===== src/rtl/bcd_time_to_seconds.sv =====
// Converts a 12-hour BCD time plus PM flag into the seconds-of-day count used by the
// time counters (count 0 = 01:00 AM) using a serial shift-add datapath with start/done handshake.
`timescale 1ns/1ps
module bcd_time_to_seconds #(
    parameter int BIT_WIDTH   = 17,
    parameter int MAX_COUNT   = 86400,
    parameter int HOUR_OFFSET = 23
) (
    input  logic                 i_Clk_5MHz,
    input  logic                 i_Reset,
    input  logic                 i_Start,
    input  logic [15:0]          i_Time,
    input  logic                 i_PM,
    output logic                 o_Busy,
    output logic                 o_Done,
    output logic                 o_Error,
    output logic [BIT_WIDTH-1:0] o_Seconds
);

    typedef enum logic [2:0] {
        S_IDLE     = 3'd0,
        S_VALIDATE = 3'd1,
        S_MUL_H    = 3'd2,
        S_MUL_M    = 3'd3,
        S_DONE     = 3'd4
    } state_t;

    localparam logic [BIT_WIDTH-1:0] MAX_COUNT_W = BIT_WIDTH'(MAX_COUNT);
    localparam logic [BIT_WIDTH-1:0] SEC_PER_HOUR = BIT_WIDTH'(3600);
    localparam logic [BIT_WIDTH-1:0] SEC_PER_MIN  = BIT_WIDTH'(60);

    state_t                state_r;
    state_t                state_next_s;
    logic [15:0]           time_r;
    logic                  pm_r;
    logic                  err_r;
    logic [4:0]            hour_r;
    logic [5:0]            min_r;
    logic [2:0]            step_r;
    logic [BIT_WIDTH-1:0]  addend_r;
    logic [BIT_WIDTH-1:0]  acc_r;
    logic                  busy_r;
    logic                  done_r;
    logic                  error_r;
    logic [BIT_WIDTH-1:0]  seconds_r;

    logic [4:0]            hour12_s;
    logic [4:0]            hour24_s;
    logic [5:0]            hour_sum_s;
    logic [4:0]            hour_int_s;
    logic [5:0]            minutes_s;
    logic                  legal_s;

    function automatic logic digit_le(input logic [3:0] digit, input logic [3:0] limit);
        return (digit <= limit);
    endfunction

    // Decode captured BCD into legality, offset internal hour and binary minutes
    always_comb begin
        hour12_s   = 5'd0;
        hour24_s   = 5'd0;
        hour_sum_s = 6'd0;
        hour_int_s = 5'd0;
        minutes_s  = 6'd0;
        legal_s    = 1'b0;

        if (time_r[15:12] == 4'd1) begin
            hour12_s = 5'd10 + {1'b0, time_r[11:8]};
        end else begin
            hour12_s = {1'b0, time_r[11:8]};
        end

        legal_s = digit_le(time_r[15:12], 4'd1) && digit_le(time_r[11:8], 4'd9) &&
                  (hour12_s >= 5'd1) && (hour12_s <= 5'd12) &&
                  digit_le(time_r[7:4], 4'd5) && digit_le(time_r[3:0], 4'd9);

        // 12 AM is hour 0, 12 PM is hour 12
        if (hour12_s == 5'd12) begin
            hour24_s = pm_r ? 5'd12 : 5'd0;
        end else begin
            hour24_s = pm_r ? (hour12_s + 5'd12) : hour12_s;
        end

        hour_sum_s = {1'b0, hour24_s} + 6'(HOUR_OFFSET);
        if (hour_sum_s >= 6'd24) begin
            hour_int_s = 5'(hour_sum_s - 6'd24);
        end else begin
            hour_int_s = hour_sum_s[4:0];
        end

        minutes_s = {time_r[6:4], 3'b000} + {2'b00, time_r[6:4], 1'b0} + {2'b00, time_r[3:0]};
    end

    // State register
    always_ff @(posedge i_Clk_5MHz or posedge i_Reset) begin
        if (i_Reset) begin
            state_r <= S_IDLE;
        end else begin
            state_r <= state_next_s;
        end
    end

    // Next-state logic
    always_comb begin
        state_next_s = state_r;
        case (state_r)
            S_IDLE: begin
                if (i_Start) begin
                    state_next_s = S_VALIDATE;
                end else begin
                    state_next_s = S_IDLE;
                end
            end
            S_VALIDATE: begin
                if (legal_s) begin
                    state_next_s = S_MUL_H;
                end else begin
                    state_next_s = S_DONE;
                end
            end
            S_MUL_H: begin
                if (step_r == 3'd4) begin
                    state_next_s = S_MUL_M;
                end else begin
                    state_next_s = S_MUL_H;
                end
            end
            S_MUL_M: begin
                if (step_r == 3'd5) begin
                    state_next_s = S_DONE;
                end else begin
                    state_next_s = S_MUL_M;
                end
            end
            S_DONE:  state_next_s = S_IDLE;
            default: state_next_s = S_IDLE;
        endcase
    end

    // Capture, validation result and serial shift-add accumulation
    always_ff @(posedge i_Clk_5MHz or posedge i_Reset) begin
        if (i_Reset) begin
            time_r   <= 16'h0000;
            pm_r     <= 1'b0;
            err_r    <= 1'b0;
            hour_r   <= 5'd0;
            min_r    <= 6'd0;
            step_r   <= 3'd0;
            addend_r <= '0;
            acc_r    <= '0;
        end else begin
            case (state_r)
                S_IDLE: begin
                    if (i_Start) begin
                        time_r <= i_Time;
                        pm_r   <= i_PM;
                    end
                end
                S_VALIDATE: begin
                    err_r    <= ~legal_s;
                    hour_r   <= hour_int_s;
                    min_r    <= minutes_s;
                    step_r   <= 3'd0;
                    addend_r <= SEC_PER_HOUR;
                    acc_r    <= '0;
                end
                S_MUL_H: begin
                    if (hour_r[0]) begin
                        acc_r <= acc_r + addend_r;
                    end
                    hour_r <= {1'b0, hour_r[4:1]};
                    // Last hour bit: re-seed the addend for the minutes pass
                    if (step_r == 3'd4) begin
                        step_r   <= 3'd0;
                        addend_r <= SEC_PER_MIN;
                    end else begin
                        step_r   <= step_r + 3'd1;
                        addend_r <= {addend_r[BIT_WIDTH-2:0], 1'b0};
                    end
                end
                S_MUL_M: begin
                    if (min_r[0]) begin
                        acc_r <= acc_r + addend_r;
                    end
                    min_r    <= {1'b0, min_r[5:1]};
                    step_r   <= step_r + 3'd1;
                    addend_r <= {addend_r[BIT_WIDTH-2:0], 1'b0};
                end
                S_DONE: begin
                    step_r <= 3'd0;
                end
                default: begin
                    step_r <= 3'd0;
                end
            endcase
        end
    end

    // Registered handshake outputs; out-of-range accumulator is reported as an error
    always_ff @(posedge i_Clk_5MHz or posedge i_Reset) begin
        if (i_Reset) begin
            busy_r    <= 1'b0;
            done_r    <= 1'b0;
            error_r   <= 1'b0;
            seconds_r <= '0;
        end else begin
            busy_r <= (state_next_s != S_IDLE);
            if (state_r == S_DONE) begin
                done_r <= 1'b1;
                if (err_r || (acc_r >= MAX_COUNT_W)) begin
                    error_r <= 1'b1;
                end else begin
                    error_r   <= 1'b0;
                    seconds_r <= acc_r;
                end
            end else begin
                done_r  <= 1'b0;
                error_r <= 1'b0;
            end
        end
    end

    assign o_Busy    = busy_r;
    assign o_Done    = done_r;
    assign o_Error   = error_r;
    assign o_Seconds = seconds_r;

endmodule


===== config.mk =====
export PLATFORM = sky130hd
export DESIGN_NAME = bcd_time_to_seconds
export DESIGN_NICKNAME = d
export VERILOG_FILES = /design/src/rtl/bcd_time_to_seconds.sv
export SDC_FILE = /design/constraint.sdc
export NUM_CORES = 1
export LEC_CHECK = 0
export ABC_AREA = 1
export BUFFER_PORTS_ARGS = -buffer_cell sky130_fd_sc_hd__buf_2
export CELL_PAD_IN_SITES_DETAIL_PLACEMENT = 2
export CELL_PAD_IN_SITES_GLOBAL_PLACEMENT = 2
export CORE_MARGIN = 2
export CORE_UTILIZATION = 35
export DETAILED_ROUTE_END_ITERATION = 7
export PLACE_DENSITY_LB_ADDON = 0.1
export SYNTH_ARGS = -nofsm -noshare
export SYNTH_HDL_FRONTEND = slang
export SYNTH_SLANG_ARGS = --single-unit

===== constraint.sdc =====
create_clock -name i_Clk_5MHz -period 2.9 [get_ports i_Clk_5MHz]
set_input_delay 0.435 -clock i_Clk_5MHz [delete_from_list [all_inputs] [get_ports i_Clk_5MHz]]
set_output_delay 0.435 -clock i_Clk_5MHz [all_outputs]
set_load 0.03 [all_outputs]

# [Word level (Yosys, flattened, before mapping)]
# Cells that the tools add are included.
# W data, S select, Z words.
[totals] regBits=89 latch_bits=0 ramBits=0 rom_bits=0 out_inout_bits=20 elab_cells=77 mem_count=0
[op_classes] n_addsub=8 multipliers=0 n_div=0 magnitude_cmp=8 eq_ne=10 n_shift=0 mux=22 bitwise=2 reduce_logical=14
[op_table] cell="$pmux W17 S3" count=2
[op_table] cell="$mux W17" count=3
[op_table] cell="$mux W5" count=4
[op_table] cell="$add A17 B17 Y17" count=1
[op_table] cell="$ge A17 B17 Y1 const B" count=1
[op_table] cell="$add A6 B4 Y6" count=2
[op_table] cell="$pmux W3 S4" count=1
[op_table] cell="$pmux W6 S2" count=1
[op_table] cell="$pmux W5 S2" count=1
[op_table] cell="$eq A3 B3 Y1 const B" count=3
[op_table] cell="$mux W3" count=3
[op_table] cell="$pmux W3 S3" count=1
[op_table] cell="$le A4 B4 Y1 const B" count=2
[op_table] cell="$add A5 B5 Y6 const B" count=1
[op_table] cell="$eq A3 B2 Y1 const B" count=2
[op_table] cell="$ge A6 B5 Y1 const B" count=1
[op_table] cell="$reduce_bool A3 Y1" count=2
[op_table] cell="$add A4 B4 Y5 const A" count=1
[op_table] cell="$add A5 B4 Y5 const B" count=1
[op_table] cell="$eq A5 B4 Y1 const B" count=1
[op_table] cell="$ge A5 B1 Y1 const B" count=1
[op_table] cell="$le A5 B4 Y1 const B" count=1
[op_table] cell="$logic_and A1 B1 Y1" count=5
[op_table] cell="$mux W1" count=5
[op_table] cell="other kinds (14)" count=18

# [Logic depth before layout (Yosys ltp)]
[depth] word_depth=10 mapped_depth=18

# [Least setup slack after synthesis]
# Ideal clock, no wire load.
[synth_path] kind="reg-to-reg" from="register time_r[3]" to="register min_r[5]" setup_ps=126 arrival_time_ps=1687 required_time_ps=2774 setup_slack_ps=1087 stages_incl_launch_ff=8 n_path_buf=0 path_cell_list="dfrtp_1 > fa_1 > ha_1 > a21o_1 > a21oi_1 > inv_1 > nor2_1 > o22ai_1"
[synth_between] elab_chain_cells=2
[synth_lines] element="from (decl)" line="34" text="logic [15:0] time_r;"
[synth_lines] element="from (signal assigned)" line="155" text="time_r <= i_Time;"
[synth_lines] element="$add A6 B4 Y6" line="91" text="minutes_s = {time_r[6:4], 3'b000} + {2'b00, time_r[6:4], 1'b0} + {2'b00, time_r[3:0]};"
[synth_lines] element="$pmux W6 S2" line="152" text="case (state_r)"
[synth_lines] element="to (signal assigned)" line="162" text="min_r <= minutes_s;"
[synth_lines] element="to (signal assigned)" line="185" text="min_r <= {1'b0, min_r[5:1]};"
[synth_lines] element="to (decl)" line="38" text="logic [5:0] min_r;"
# Every way passes these cells.
# A chain may end at the register's enable or synchronous reset.

# [Worst setup path after layout]
[layout_path] from="register addend_r[7]" to="register acc_r[10]"
[layout_between] elab_chain_cells=3 word_cells_on_any_way=4
[layout_lines] element="from (decl)" line="40" text="logic [BIT_WIDTH-1:0] addend_r;"
[layout_lines] element="from (signal assigned)" line="178" text="addend_r <= {addend_r[BIT_WIDTH-2:0], 1'b0};"
[layout_lines] element="from (signal assigned)" line="187" text="addend_r <= {addend_r[BIT_WIDTH-2:0], 1'b0};"
[layout_lines] element="$add A17 B17 Y17 (*)" line="169, 183"
[layout_lines] element="$mux W17, on equally long branches" line="182, 168"
[layout_lines] element="$pmux W17 S3 (*)" line="152"
[layout_lines] element="to (signal assigned)" line="169" text="acc_r <= acc_r + addend_r;"
[layout_lines] element="to (signal assigned)" line="183" text="acc_r <= acc_r + addend_r;"
[layout_lines] element="to (decl)" line="41" text="logic [BIT_WIDTH-1:0] acc_r;"
# Every way passes the cells marked *; elsewhere a longest branch is shown, timed or not. The select of a mux whose other input is x is not followed.

==> results_dict.tcl <==
set metrics [dict create \
    regArea_um2 2080 \
    clk_transition_reported_paths_ns 0.06 \
    cts_buffers 9 \
    start_util_pct 35.9 \
    required_ns 3.18 \
    ant_nets 0 \
    p_seq_share_pct 37.3 \
    ios 40 \
    hp-class "input port to async pin" \
    status "completed" \
    startpoint_type "flop" \
    die_h_um 118 \
    rsz0062_at_grt "no" \
    finalCritPeriodShare_pct 74.1 \
    fin_area_um2 5250 \
    grt_max_degree 49 \
    synth_largest_area_cell "dfrtp_1" \
    leakage_nw 2.67 \
    place_area_um2 4920 \
    tritoncts "done" \
    pwr-share-clk_pct 31.4 \
    crit_type "flop to flop" \
    yosysUniqueCellTypes 44 \
    p_per_area_nw_per_um2 783 \
    slew_violations 0 \
    cts.path.max_buffers 2 \
    cap_violations 0 \
    drt_iter0_drc 143 \
    ir_worst_vdd_mv 0.309 \
    setup_viol 0 \
    grt_antenna_before_repair 0 \
    synthFlopType "dfrtp_1" \
    synth-edff-count 0 \
    clkSinkCount 83 \
    syn_avg_cell_area_um2 8.72 \
    post_cts_buffers 0 \
    synth_top_area_share_pct 45.8 \
    nFillCells 1467 \
    synthArstFlopShare_pct 100 \
    p_int_mw 2.64 \
    chipWidth_um 118 \
    worst_slack_ns 0.750 \
    clk_latency_ns 0.35 \
    drt_pass1_iterations 4 \
    grt_pass1_vias 4199 \
    io_buffers 37 \
    synth_seq_cells 83 \
    wl_per_cell_um 16.5 \
    power.switching_mw 1.47 \
    pwr-share-comb_pct 31.3 \
    slew_headroom_pct 55.6 \
    drc 0 \
    synth_area_um2 4530 \
    vias 3698 \
    nNetsFinal 611 \
    area_growth_pct 15.9 \
    rows 41 \
    post-synth-top-count-cell "nand2_1" \
    die-area_um2 13900 \
    finalCriticalPeriod_ns 2.15 \
    synth-seq-area-share_pct 45.8 \
    fmax_mhz 465 \
    tightest_slew_ns 0.666 \
    netlist_top_cells_count "nand2_1, dfrtp_1, inv_1" \
    root_buffer "clkbuf_16" \
    grt_overflow 0 \
    finalHoldViolations 0 \
    ys_warn_count 0 \
    post_cts_resized 0 \
    synth_area_leaders "dfrtp_1, nand2_1, ha_1, inv_1, a21oi_1" \
    grt_use_total_pct 19.1 \
    syn_inst 520 \
    place.gp.congestion 0.817 \
    core_um2 12600 \
    postCtsHoldBufs 0 \
    htreeDepth 3 \
    multiInputGateArea_um2 2160 \
    place_hpwl_um 9310 \
    drive_gt1_share_pct 19.3 \
    end_kind "flop" \
    finalWirelength_um 12200 \
    setup_tns_ns 0 \
    switching_share_pct 35.8 \
    vias_per_cell 4.99 \
    grt_pass1_wl_um 21100 \
    arrival_ns 2.43 \
    fin_worst_skew_ns 0.00430 \
    pre_cts_ws_ns 0.789 \
    worstPathMaxFanout 3 \
    antenna_cells 0 \
    post-route-util_pct 41.6 \
]
[per-layer routing]
metal | GRT usage [%] | share of wire, % | up-vias
li1 | - | - | 1805
met1 | 22.3 | 43 | 1845
met2 | 35.4 | 53 | 33
met3 | 3.34 | 2.1 | 15
met4 | 6.10 | 1.7 | 0
met5 | 0 | 0 | -
[per-stage QoR]
step / std cells / total power [mW] / hold WS [ns]
2_1_floorplan: 521 / 2.51 / 0.420
3_3_place_gp: 725 / 2.78 / 0.444
3_5_place_dp: 725 / 2.87 / 0.456
4_1_cts: 741 / 4.19 / 0.171
5_1_grt: 741 / 4.42 / 0.207
6_report: 741 / 4.11 / 0.156
[sequential cells by signal, indices dropped and copies added (netlist names)]
| signal | count |
|---|---|
| err_r | 1 |
| acc_r | 15 |
| time_r | 16 |
| min_r | 6 |
| o_Error | 1 |
| state_r | 3 |
| addend_r | 15 |
| pm_r | 1 |
| step_r | 3 |
| o_Seconds | 15 |
| o_Done | 1 |
| o_Busy | 1 |
| hour_r | 5 |
[final timing paths]
path / start / end / slack, ns / cells after the start
min in group i_Clk_5MHz: i_Time[1] / time_r[1]$_DFFE_PP0P_ / 0.32 / 2
min reg2reg: time_r[8]$_DFFE_PP0P_ / hour_r[0]$_DFFE_PP0P_ / 0.46 / 1
max reg2reg: addend_r[7]$_DFFE_PP0P_ / acc_r[10]$_DFFE_PP0P_ / 0.75 / 10
max in group asynchronous: i_Reset / acc_r[6]$_DFFE_PP0P_ / 2.06 / 3
min: i_Reset / time_r[1]$_DFFE_PP0P_ / 0.16 / 2
max: addend_r[7]$_DFFE_PP0P_ / acc_r[10]$_DFFE_PP0P_ / 0.75 / 10
[placed cells by master (no fill, tap or decap), types with 3 or more instances in the layout]
cell / synthesis / layout
inv_1: 55 / 54
clkbuf_16: 0 / 9
nor2_2: 3 / 3
nor2_4: 6 / 6
o211ai_1: 3 / 3
ha_1: 24 / 24
nand3_2: 5 / 5
nand2_2: 8 / 8
o21ai_1: 10 / 10
nand2_1: 117 / 117
buf_2: 1 / 37
fa_1: 3 / 3
nor2_1: 33 / 33
dfrtp_1: 83 / 83
a21o_1: 3 / 3
o21a_1: 4 / 4
o22ai_1: 15 / 15
mux2_2: 11 / 11
nand3_1: 22 / 22
inv_2: 11 / 11
a21oi_1: 41 / 41
o21ai_0: 27 / 27
xor2_1: 3 / 3
[worst max-delay path, cell delays in order (launching register included)]
cell and delay (ns):
dfrtp_1 0.40, ha_1 0.35, a21oi_1 0.18, o21ai_0 0.15, a21oi_1 0.23, nor2_1 0.10, o21ai_0 0.21, nand2_1 0.12
a21oi_1 0.16, o21ai_1 0.10, nand2_1 0.08
[final cells by class]
class,instances,share of cell area (%)
Multi-Input combinational cell,363,41.1
Sequential cell,83,39.5
Inverter,68,4.98
Clock buffer,12,4.88
Tap cell,172,4.10
Timing Repair Buffer,39,4.05
Clock inverter,4,1.38
[power groups by stage]
| stage | combinational [mW] | clock, mW | sequential, mW |
|---|---|---|---|
| 3_5_place_dp | 1.31 | 0 | 1.55 |
| 5_1_grt | 1.49 | 1.36 | 1.57 |
| 6_report | 1.29 | 1.29 | 1.53 |
| 4_1_cts | 1.33 | 1.32 | 1.54 |
| 2_1_floorplan | 0.977 | 0 | 1.53 |
| 3_3_place_gp | 1.24 | 0 | 1.54 |
[cell families (layout without fill, tap and decap cells)]
group	Yosys count	count (layout)	share of synthesized area (%)
and+or+nand+nor	204	204	21.1
AOI/OAI and AO/OA	113	113	14.4
DFF	83	83	45.8
buffers and inverters	75	123	6.68
adders and majority gates	27	27	7.95
muxes	13	13	3.23
xor gates and xnor gates	4	4	0.773
other	1	2	0.0827
Power figures use the tool's default switching activity.
